**config.mk**
```make
export PLATFORM = sky130hd
export DESIGN_NAME = sobel_edge_detect_param_module
export DESIGN_NICKNAME = d
export VERILOG_FILES = /design/src/rtl/sobel_pkg.sv /design/src/rtl/sobel_channel_kernel.sv /design/src/rtl/sobel_edge_detect_param_module.sv
export SDC_FILE = /design/constraint.sdc
export NUM_CORES = 1
export LEC_CHECK = 0
export ABC_AREA = 1
export CAP_MARGIN = 40
export CORE_AREA = 2 2 176 178
export DETAILED_ROUTE_END_ITERATION = 6
export DIE_AREA = 0 0 178 180
export PLACE_DENSITY_LB_ADDON = 0.05
export SLEW_MARGIN = 20
export SYNTH_ARGS = -nofsm -noshare
export SYNTH_HDL_FRONTEND = slang
export SYNTH_SLANG_ARGS = --single-unit
```
**constraint.sdc**
```tcl
create_clock -name clk -period 3.6 [get_ports clk]
set_clock_uncertainty 0.05 [all_clocks]
set_input_delay 0.36 -clock clk [delete_from_list [all_inputs] [get_ports clk]]
set_output_delay 0.36 -clock clk [all_outputs]
set_load 0.02 [all_outputs]
```
**src/rtl/sobel_pkg.sv**
```systemverilog
// Shared constants for the parametrised Sobel edge filter:
// output mode encodings, window tap indices and gradient width.
package sobel_pkg;

  typedef enum logic [1:0] {
    MODE_GX      = 2'd0,
    MODE_GY      = 2'd1,
    MODE_ABS_SUM = 2'd2,
    MODE_THRESH  = 2'd3
  } mode_e;

  localparam int TAP_UL = 0;
  localparam int TAP_U  = 1;
  localparam int TAP_UR = 2;
  localparam int TAP_L  = 3;
  localparam int TAP_C  = 4;
  localparam int TAP_R  = 5;
  localparam int TAP_DL = 6;
  localparam int TAP_D  = 7;
  localparam int TAP_DR = 8;

  function automatic int grad_w(input int ch_w);
    return ch_w + 4;
  endfunction

endpackage

```
**src/rtl/sobel_channel_kernel.sv**
```systemverilog
// One colour channel: registered Gx/Gy (S2) and the
// combinational mode select / clamp / threshold feeding S3.
module sobel_channel_kernel
  import sobel_pkg::*;
#(
  parameter int CH_W      = 4,
  parameter int OUT_SHIFT = 2
) (
  input  logic                clk,
  input  logic                reset,
  input  logic                en,
  input  logic [9*CH_W-1:0]   i_taps,
  input  mode_e               i_mode,
  input  logic [CH_W+3:0]     i_thr,
  output logic [CH_W-1:0]     o_res
);

  localparam int GW = grad_w(CH_W);
  localparam logic [GW-1:0] LIM =
    GW'((1 << (CH_W + OUT_SHIFT)) - 1);

  logic signed [GW-1:0] w_t [9];
  logic signed [GW-1:0] w_gx, w_gy;
  logic signed [GW-1:0] r_gx, r_gy;
  logic [GW-1:0] w_ax, w_ay, w_sum;
  logic [GW-1:0] w_r, w_cl, w_sh;

  for (genvar k = 0; k < 9; k++) begin : g_tap
    assign w_t[k] =
      signed'({{(GW-CH_W){1'b0}}, i_taps[k*CH_W +: CH_W]});
  end

  assign w_gx = w_t[TAP_UR] - w_t[TAP_UL]
              + ((w_t[TAP_R] - w_t[TAP_L]) <<< 1)
              + w_t[TAP_DR] - w_t[TAP_DL];
  assign w_gy = w_t[TAP_DL] - w_t[TAP_UL]
              + ((w_t[TAP_D] - w_t[TAP_U]) <<< 1)
              + w_t[TAP_DR] - w_t[TAP_UR];

  always_ff @(posedge clk) begin
    if (reset) begin
      r_gx <= '0;
      r_gy <= '0;
    end else if (en) begin
      r_gx <= w_gx;
      r_gy <= w_gy;
    end
  end

  // Sum of magnitudes never exceeds 8*(2^CH_W-1), so GW bits suffice
  assign w_ax  = r_gx[GW-1] ? GW'(-r_gx) : r_gx;
  assign w_ay  = r_gy[GW-1] ? GW'(-r_gy) : r_gy;
  assign w_sum = w_ax + w_ay;

  always_comb begin
    w_r = '0;
    unique case (i_mode)
      MODE_GX:      w_r = r_gx[GW-1] ? '0 : r_gx;
      MODE_GY:      w_r = r_gy[GW-1] ? '0 : r_gy;
      MODE_ABS_SUM: w_r = w_sum;
      MODE_THRESH:  w_r = '0;
    endcase
    w_cl  = (w_r > LIM) ? LIM : w_r;
    w_sh  = w_cl >> OUT_SHIFT;
    o_res = (i_mode == MODE_THRESH) ?
            {CH_W{w_sum >= i_thr}} : w_sh[CH_W-1:0];
  end

endmodule

```
**src/rtl/sobel_edge_detect_param_module.sv**
```systemverilog
// 3-stage valid-tagged Sobel filter: S1 input regs, S2 gradients,
// S3 per-mode result. Mode/threshold/center travel with the pixel.
module sobel_edge_detect_param_module
  import sobel_pkg::*;
#(
  parameter int CH_W      = 4,
  parameter int CHANNELS  = 3,
  parameter int OUT_SHIFT = 2,
  parameter int PIX_W     = CHANNELS * CH_W
) (
  input  logic                 clk,
  input  logic                 reset,
  input  logic                 en,
  input  logic                 in_valid,
  input  logic [1:0]           mode,
  input  logic [CH_W+3:0]      threshold,
  input  logic [9*PIX_W-1:0]   window_data,
  output logic                 out_valid,
  output logic [PIX_W-1:0]     filter_rgb_out,
  output logic [PIX_W-1:0]     original_out
);

  logic                 r_v1, r_v2, r_v3;
  logic [9*PIX_W-1:0]   r_win;
  mode_e                r_mode1, r_mode2;
  logic [CH_W+3:0]      r_thr1, r_thr2;
  logic [PIX_W-1:0]     r_c2, r_c3, r_res;
  logic [PIX_W-1:0]     w_res;

  always_ff @(posedge clk) begin
    if (reset) begin
      r_v1    <= 1'b0;
      r_v2    <= 1'b0;
      r_v3    <= 1'b0;
      r_win   <= '0;
      r_mode1 <= MODE_GX;
      r_mode2 <= MODE_GX;
      r_thr1  <= '0;
      r_thr2  <= '0;
      r_c2    <= '0;
      r_c3    <= '0;
      r_res   <= '0;
    end else if (en) begin
      r_v1    <= in_valid;
      r_win   <= window_data;
      r_mode1 <= mode_e'(mode);
      r_thr1  <= threshold;
      r_v2    <= r_v1;
      r_mode2 <= r_mode1;
      r_thr2  <= r_thr1;
      r_c2    <= r_win[TAP_C*PIX_W +: PIX_W];
      r_v3    <= r_v2;
      r_c3    <= r_c2;
      r_res   <= r_v2 ? w_res : '0;
    end
  end

  for (genvar c = 0; c < CHANNELS; c++) begin : g_ch
    logic [9*CH_W-1:0] w_taps;
    for (genvar k = 0; k < 9; k++) begin : g_tap
      assign w_taps[k*CH_W +: CH_W] =
        r_win[k*PIX_W + c*CH_W +: CH_W];
    end
    sobel_channel_kernel #(
      .CH_W      (CH_W),
      .OUT_SHIFT (OUT_SHIFT)
    ) u_kernel (
      .clk    (clk),
      .reset  (reset),
      .en     (en),
      .i_taps (w_taps),
      .i_mode (r_mode2),
      .i_thr  (r_thr2),
      .o_res  (w_res[c*CH_W +: CH_W])
    );
  end

  assign out_valid      = r_v3;
  assign filter_rgb_out = r_res;
  assign original_out   = r_c3;

endmodule

```
# Word-level counts from Yosys, hierarchy flattened
# Index checks and enable logic that the tools add are counted.
# word_totals
ff_bits	215
input_bits	122
output_inout_bits	25
elab_cells	88
# classes
n_addsub	39
n_lt_le_gt_ge	6
n_eq_ne	3
n_mux	22
reduce_logical	1
# op_table
cell	n
one-hot mux 8 bit (4 select lines)	3
adder 8 bit	9
subtractor 4 x 4 -> 5 bit	12
adder 8 x 5 -> 8 bit	6
2-to-1 mux 8 bit	6
negation 8 bit	6
subtractor 8 x 5 -> 8 bit	6
2-to-1 mux 7 bit	6
greater-or-equal comparator 8 bit	3
greater-than comparator 8 x 6 -> 1 bit (second input constant)	3
2-to-1 mux 6 bit	3
2-to-1 mux 12 bit	1
2-to-1 mux 4 bit	3
== test 2 bit (second input constant)	2
== test 2 x 1 -> 1 bit (second input constant)	1
logical NOT 2 bit	1

# Depth between registers and ports, before layout
# depth
depth_word	8
ltp_mapped	23

# Hierarchy
# Synthesis repeated with hierarchy kept, for this count alone.
# hier_totals
hier_cells	2136
area_unflattened_um2	15847.7
# by_module_without_submodules
module	n_inst	cells_per_inst	area_per_inst_um2	seq_area_each_um2
sobel_edge_detect_param_module	1	724	6144.6	3343.2
sobel_channel_kernel (g_ch[0].u_kernel)	1	473	3240.6	320.3
sobel_channel_kernel (g_ch[1].u_kernel)	1	469	3235.6	320.3
sobel_channel_kernel (g_ch[2].u_kernel)	1	470	3226.8	320.3

# Worst setup path before layout
# OpenSTA, ideal clock, no wires.
# synth_timing
path_kind	reg2reg
start	reg r_win[60]
end	reg g_ch[0].u_kernel.r_gx[7]
setup_ns	0.115
arrival_ns	3.260
path_slack_ns	0.174
stages_incl_launch_ff	16
cell_sequence	dfxtp_1 -> inv_1 -> ha_1 -> inv_1 -> fa_1 -> fa_1 -> fa_1 -> inv_1 -> fa_1 -> o21ai_0 -> a21oi_1 -> nor2_1 -> nor2_1 -> xnor2_1 -> o21ai_0 -> inv_1
# synth_via
elab_chain_len	4
# synth_rtl
item	line_no	rtl
start: declaration	sobel_edge_detect_param_module.sv:24	logic [9*PIX_W-1:0] r_win;
start signal: assignment	sobel_edge_detect_param_module.sv:45	r_win <= window_data;
subtractor 4 x 4 -> 5 bit	sobel_channel_kernel.sv:34	+ ((w_t[TAP_R] - w_t[TAP_L]) <<< 1)
adder 8 bit	sobel_channel_kernel.sv:34	
adder 8 x 5 -> 8 bit	sobel_channel_kernel.sv:35	+ w_t[TAP_DR] - w_t[TAP_DL];
subtractor 8 x 5 -> 8 bit	sobel_channel_kernel.sv:35	
end signal: assignment	sobel_channel_kernel.sv:45	r_gx <= w_gx;
end: declaration	sobel_channel_kernel.sv:24	logic signed [GW-1:0] r_gx, r_gy;
# No other way between the ends.
# A chain may end at the register's enable or synchronous reset.

# Worst setup path in the final report
# layout_timing
start	reg r_win[92]
end	reg g_ch[2].u_kernel.r_gy[7]
# layout_via
elab_chain_len	4
# layout_rtl
item	line_no	rtl
subtractor 4 x 4 -> 5 bit	sobel_channel_kernel.sv:37	+ ((w_t[TAP_D] - w_t[TAP_U]) <<< 1)
adder 8 bit	sobel_channel_kernel.sv:37	
adder 8 x 5 -> 8 bit	sobel_channel_kernel.sv:38	+ w_t[TAP_DR] - w_t[TAP_UR];
subtractor 8 x 5 -> 8 bit	sobel_channel_kernel.sv:38	
end signal: assignment	sobel_channel_kernel.sv:46	r_gy <= w_gy;
end: declaration	sobel_channel_kernel.sv:24	
# No other way between the ends.

==> metrics.md <==
| Metric | Value |
|---|---|
| Outcome | `finished, final reports clean` |
| Power after layout | `approximately 13 mW` |
| Sequential element share of the synthesized area | `0.289` |
| Standard cell core area | `just over 30000 µm²` |
| Number of filler instances in the final layout | `~2800` |
| Number of flip-flops and latches in the synthesized netlist | `about 220` |
| Post-route core utilization | `0.590` |
| Per-instance average area after synthesis | `7.49 µm²` |
| Post-synthesis cell type count | `35` |
| Most used cells in the layout excluding fill and tap cells | `sky130_fd_sc_hd__nand2_1 (381), sky130_fd_sc_hd__inv_1 (324), sky130_fd_sc_hd__dfxtp_1 (211)` |
| Endpoint kind of the worst setup timing path | `register` |
| Final cycle utilization of the critical path | `0.950` |
| Io pins | `147` |
| Number of design-rule violations left by the first detailed-router iteration | `~600` |
| Cell taking the most area after synthesis | `sky130_fd_sc_hd__dfxtp_1` |
| Mux share of post-synthesis cell area | `0` |
| Insertion delay to the later sink of the worst-skew pair | `approximately 0.52 ns` |
| Critical Path Fanout Max | `2` |
| Largest vdd supply drop | `~0.38 mV` |
| Clock input transition at the sequential cells of the worst setup and hold paths | `roughly 0.060 ns` |
| Fraction of synthesized cell area taken by the top area cell type | `0.289` |
| Leftover overflow at the end of global routing | `0` |
| Hold-fix buffers at CTS | `0` |
| Sequential cell area | `roughly 4300 µm²` |
| Number of buffers on the longest clock path | `3` |
| WL/cell | `between 10 and 15 µm` |
| Compound-cell area share of the yosys netlist | `0.149` |
| Root Buffer Master | `sky130_fd_sc_hd__clkbuf_16` |
| Synth Area in Simple Gates | `0.178` |
| Number of pins with negative max-slew slack in the final report | `0` |
| Min Tclk post-route | `3.42 ns` |
| Sequential group share of total power | `0.230` |
| Critical R2R Capture | `g_ch[2].u_kernel.r_gy[7]$_SDFFE_PP0P_` |
| DRC violation count after routing | `0` |
| Kind of path behind the tightest hold check | `input pin to register` |
| Switching power share of the total | `0.418` |
| DRT antenna net count | `0` |
| Buffers added on ports | `around 150` |
| Launch point of the worst reg-to-reg path | `r_win[92]$_SDFFE_PP0P_` |
| Layout overhead on the synthesized area | `19.7%` |
| Hpwl dp | `~27000 µm` |
| Worst setup endpoint | `g_ch[2].u_kernel.r_gy[7]$_SDFFE_PP0P_` |
| Share of cells above drive strength 1 | `0.0689` |
| Clock buffer count from CTS | `25` |
| Worst path arrival time | `3.79 ns` |
| Reported leakage power | `around 8.2 nW` |
| Slew at the pin closest to its max-slew limit | `between 0.7 and 0.8 ns` |
| Reg2Reg Setup Slack | `~0.18 ns` |
| Number of setup violations in the final report | `0` |
| Clock sink total | `roughly 220` |
| Clock share of power | `0.200` |
| Die Span Y | `180 µm` |
| Maximum level of the CTS H-tree | `1` |
| Top cells by area, synth | `sky130_fd_sc_hd__dfxtp_1 (29%), sky130_fd_sc_hd__ha_1 (15%), sky130_fd_sc_hd__nand2_1 (9.7%), sky130_fd_sc_hd__inv_1 (8.5%), sky130_fd_sc_hd__fa_1 (7.7%)` |
| Final hold violation count | `0` |
| Total global-route track usage | `0.218` |
| Number of max-cap violations | `0` |
| Nature of the critical path startpoint | `register` |
| Warnings, synthesis | `0` |
| Clock tree from TritonCTS | `built` |
| Total Die Area | `around 32000 µm²` |
| Initial Util | `0.493` |
| Cell area after synthesis | `14900 µm²` |
| Internal power | `approximately 7.3 mW` |
| Diodes inserted | `0` |
| Area occupied by multi-input gates | `9250 µm²` |
| Vias per cell | `a little under 5` |
| Final estimated routing congestion in global placement | `slightly below 0.9` |
| Layout Nets | `approximately 2500` |
| Number of rows in the core area | `64` |
| Pin count of the biggest net entering global routing | `roughly 130` |
| Worst path required time | `between 3 and 4 ns` |
| Die width | `178 µm` |
| Area share of xor/xnor cells in the synthesized design | `0.0500` |
| Dominant combinational cell family by area after synthesis | `adder cells` |
| Leading cell type in the layout, fill and taps excluded | `sky130_fd_sc_hd__nand2_1` |
| Beginning of the critical path | `r_win[92]$_SDFFE_PP0P_` |
| Vias in the first global route | `approximately 12000` |
| Synth Net Count | `about 2300` |
| Power spent charging and discharging nets | `roughly 5.3 mW` |
| Number of cells on the worst reg-to-reg path | `15` |
| Wire length of the first global-routing pass | `~58000 µm` |
| Antenna violations before repair | `0` |
| Adder-cell area share of the yosys netlist | `0.225` |
| Mapped Cells | `1987` |
| Normalized max-slew margin | `0.520` |
| Maximum clock rate | `about 300 MHz` |
| Vias post-DR | `12362` |
| Type of the worst setup path | `register to register` |
| Share of total power in combinational logic | `0.569` |
| Post-detailed-routing wire length | `roughly 35000 µm` |
| Power density over the cells | `708 nW/µm²` |
| First-pass iteration count of the detailed router | `5` |
| Setup repair after global routing missed its margin | `yes` |
-- cell usage after synthesis (all sizes together) --
cell type / number
a211oi: 85
a21boi: 1
a21o: 11
a21oi: 188
a31oi: 12
and2: 7
buf: 30
clkbuf: 48
dfxtp: 215
fa: 57
ha: 177
inv: 341
nand2: 385
nand3: 70
nand3b: 1
nand4: 11
nor2: 168
nor3: 8
o21a: 5
o21ai: 69
o22ai: 5
o31ai: 5
or2: 3
xnor2: 34
xor2: 51
-- through the flow --
| stage | cells | TNS (ns) | cell area (µm²) | worst slack [ns] | hold WS (ns) |
|---|---|---|---|---|---|
| after floorplan | 1987 | 0 | 14900 | 0.174 | 0.386 |
| after global placement | 2467 | 0 | 16700 | 0.0305 | 0.399 |
| after detailed placement | 2467 | -0.0423 | 16700 | -0.0423 | 0.404 |
| after CTS | 2510 | 0 | 17500 | 0.00752 | 0.134 |
| after global routing | 2514 | -0.0852 | 17800 | -0.0207 | 0.165 |
| final | 2514 | 0 | 17800 | 0.180 | 0.150 |
-- timing repair --
action | in CTS | in global routing
endpoints found under the setup margin | 1 | 32
hold endpoints to repair | 0 | 0
gates resized for setup | 1 | 89
pin swaps | 0 | 48
cloned | 0 | 0
buffers inserted | 0 | 4
-- worst min path at each step --
stage | from | endpoint | cells after the start
after floorplan | r_c2[9]$_SDFFE_PP0P_ | original_out[9]$_SDFFE_PP0P_ | 2
after global placement | r_c2[0]$_SDFFE_PP0P_ | r_c2[0]$_SDFFE_PP0P_ | 2
after detailed placement | original_out[5]$_SDFFE_PP0P_ | original_out[5]$_SDFFE_PP0P_ | 2
after CTS | reset | filter_rgb_out[11]$_SDFFE_PP0P_ | 2
after global routing | reset | filter_rgb_out[11]$_SDFFE_PP0P_ | 2
final | reset | filter_rgb_out[11]$_SDFFE_PP0P_ | 2
-- power by group through the flow --
stage                     clock [mW]  sequential (mW)  combinational [mW]
final                           2.53             2.91                7.19
after global routing            2.67             2.95                8.28
after CTS                       2.59             2.90                6.68
after detailed placement           0             2.95                6.62
after global placement             0             2.94                6.49
after floorplan                    0             2.85                5.10
-- registers in the layout, indices dropped and copies added (netlist names), 2 cells and up --
name and count:
r_c2 12, original_out 12, r_thr1 8, r_mode2 2
r_mode1 2, r_thr2 8, filter_rgb_out 12, g_ch.u_kernel.r_gx 24
r_win 108, g_ch.u_kernel.r_gy 24
-- logic make-up after synthesis --
logic type | count (synthesis)
and+or+nand+nor | 653
buffers and inverters | 419
AOI/OAI and AO/OA | 381
adders and majority gates | 234
DFF | 215
xor gates and xnor gates | 85
-- per-layer routing --
metal,GRT usage,up-vias,part of all wire
met2,0.335,218,0.43
met1,0.330,5502,0.52
met4,0.0407,0,0.018
li1,-,6598,-
met3,0.0250,44,0.033
met5,0,-,0
-- worst max-delay path, stage by stage, from the launching register on --
cell and delay, ns:
sky130_fd_sc_hd__dfxtp_1 0.30, sky130_fd_sc_hd__inv_2 0.05, sky130_fd_sc_hd__ha_1 0.13, sky130_fd_sc_hd__inv_1 0.06
sky130_fd_sc_hd__fa_2 0.57, sky130_fd_sc_hd__fa_1 0.44, sky130_fd_sc_hd__fa_1 0.58, sky130_fd_sc_hd__inv_1 0.07
sky130_fd_sc_hd__fa_2 0.41, sky130_fd_sc_hd__o21ai_2 0.15, sky130_fd_sc_hd__a21oi_1 0.08, sky130_fd_sc_hd__nor2_1 0.09
sky130_fd_sc_hd__nor2_1 0.05, sky130_fd_sc_hd__xnor2_1 0.11, sky130_fd_sc_hd__o21ai_0 0.13, sky130_fd_sc_hd__inv_1 0.05
-- cell type report --
| class | instances | share of cell area |
|---|---|---|
| multi-input combinational | 1353 | 0.519 |
| tap | 396 | 0.0278 |
| timing repair buffer | 166 | 0.0932 |
| sequential | 215 | 0.242 |
| inverter | 341 | 0.0723 |
| clock inverter | 4 | 0.00414 |
| clock buffer | 39 | 0.0420 |
Power figures use the tool's default switching activity.
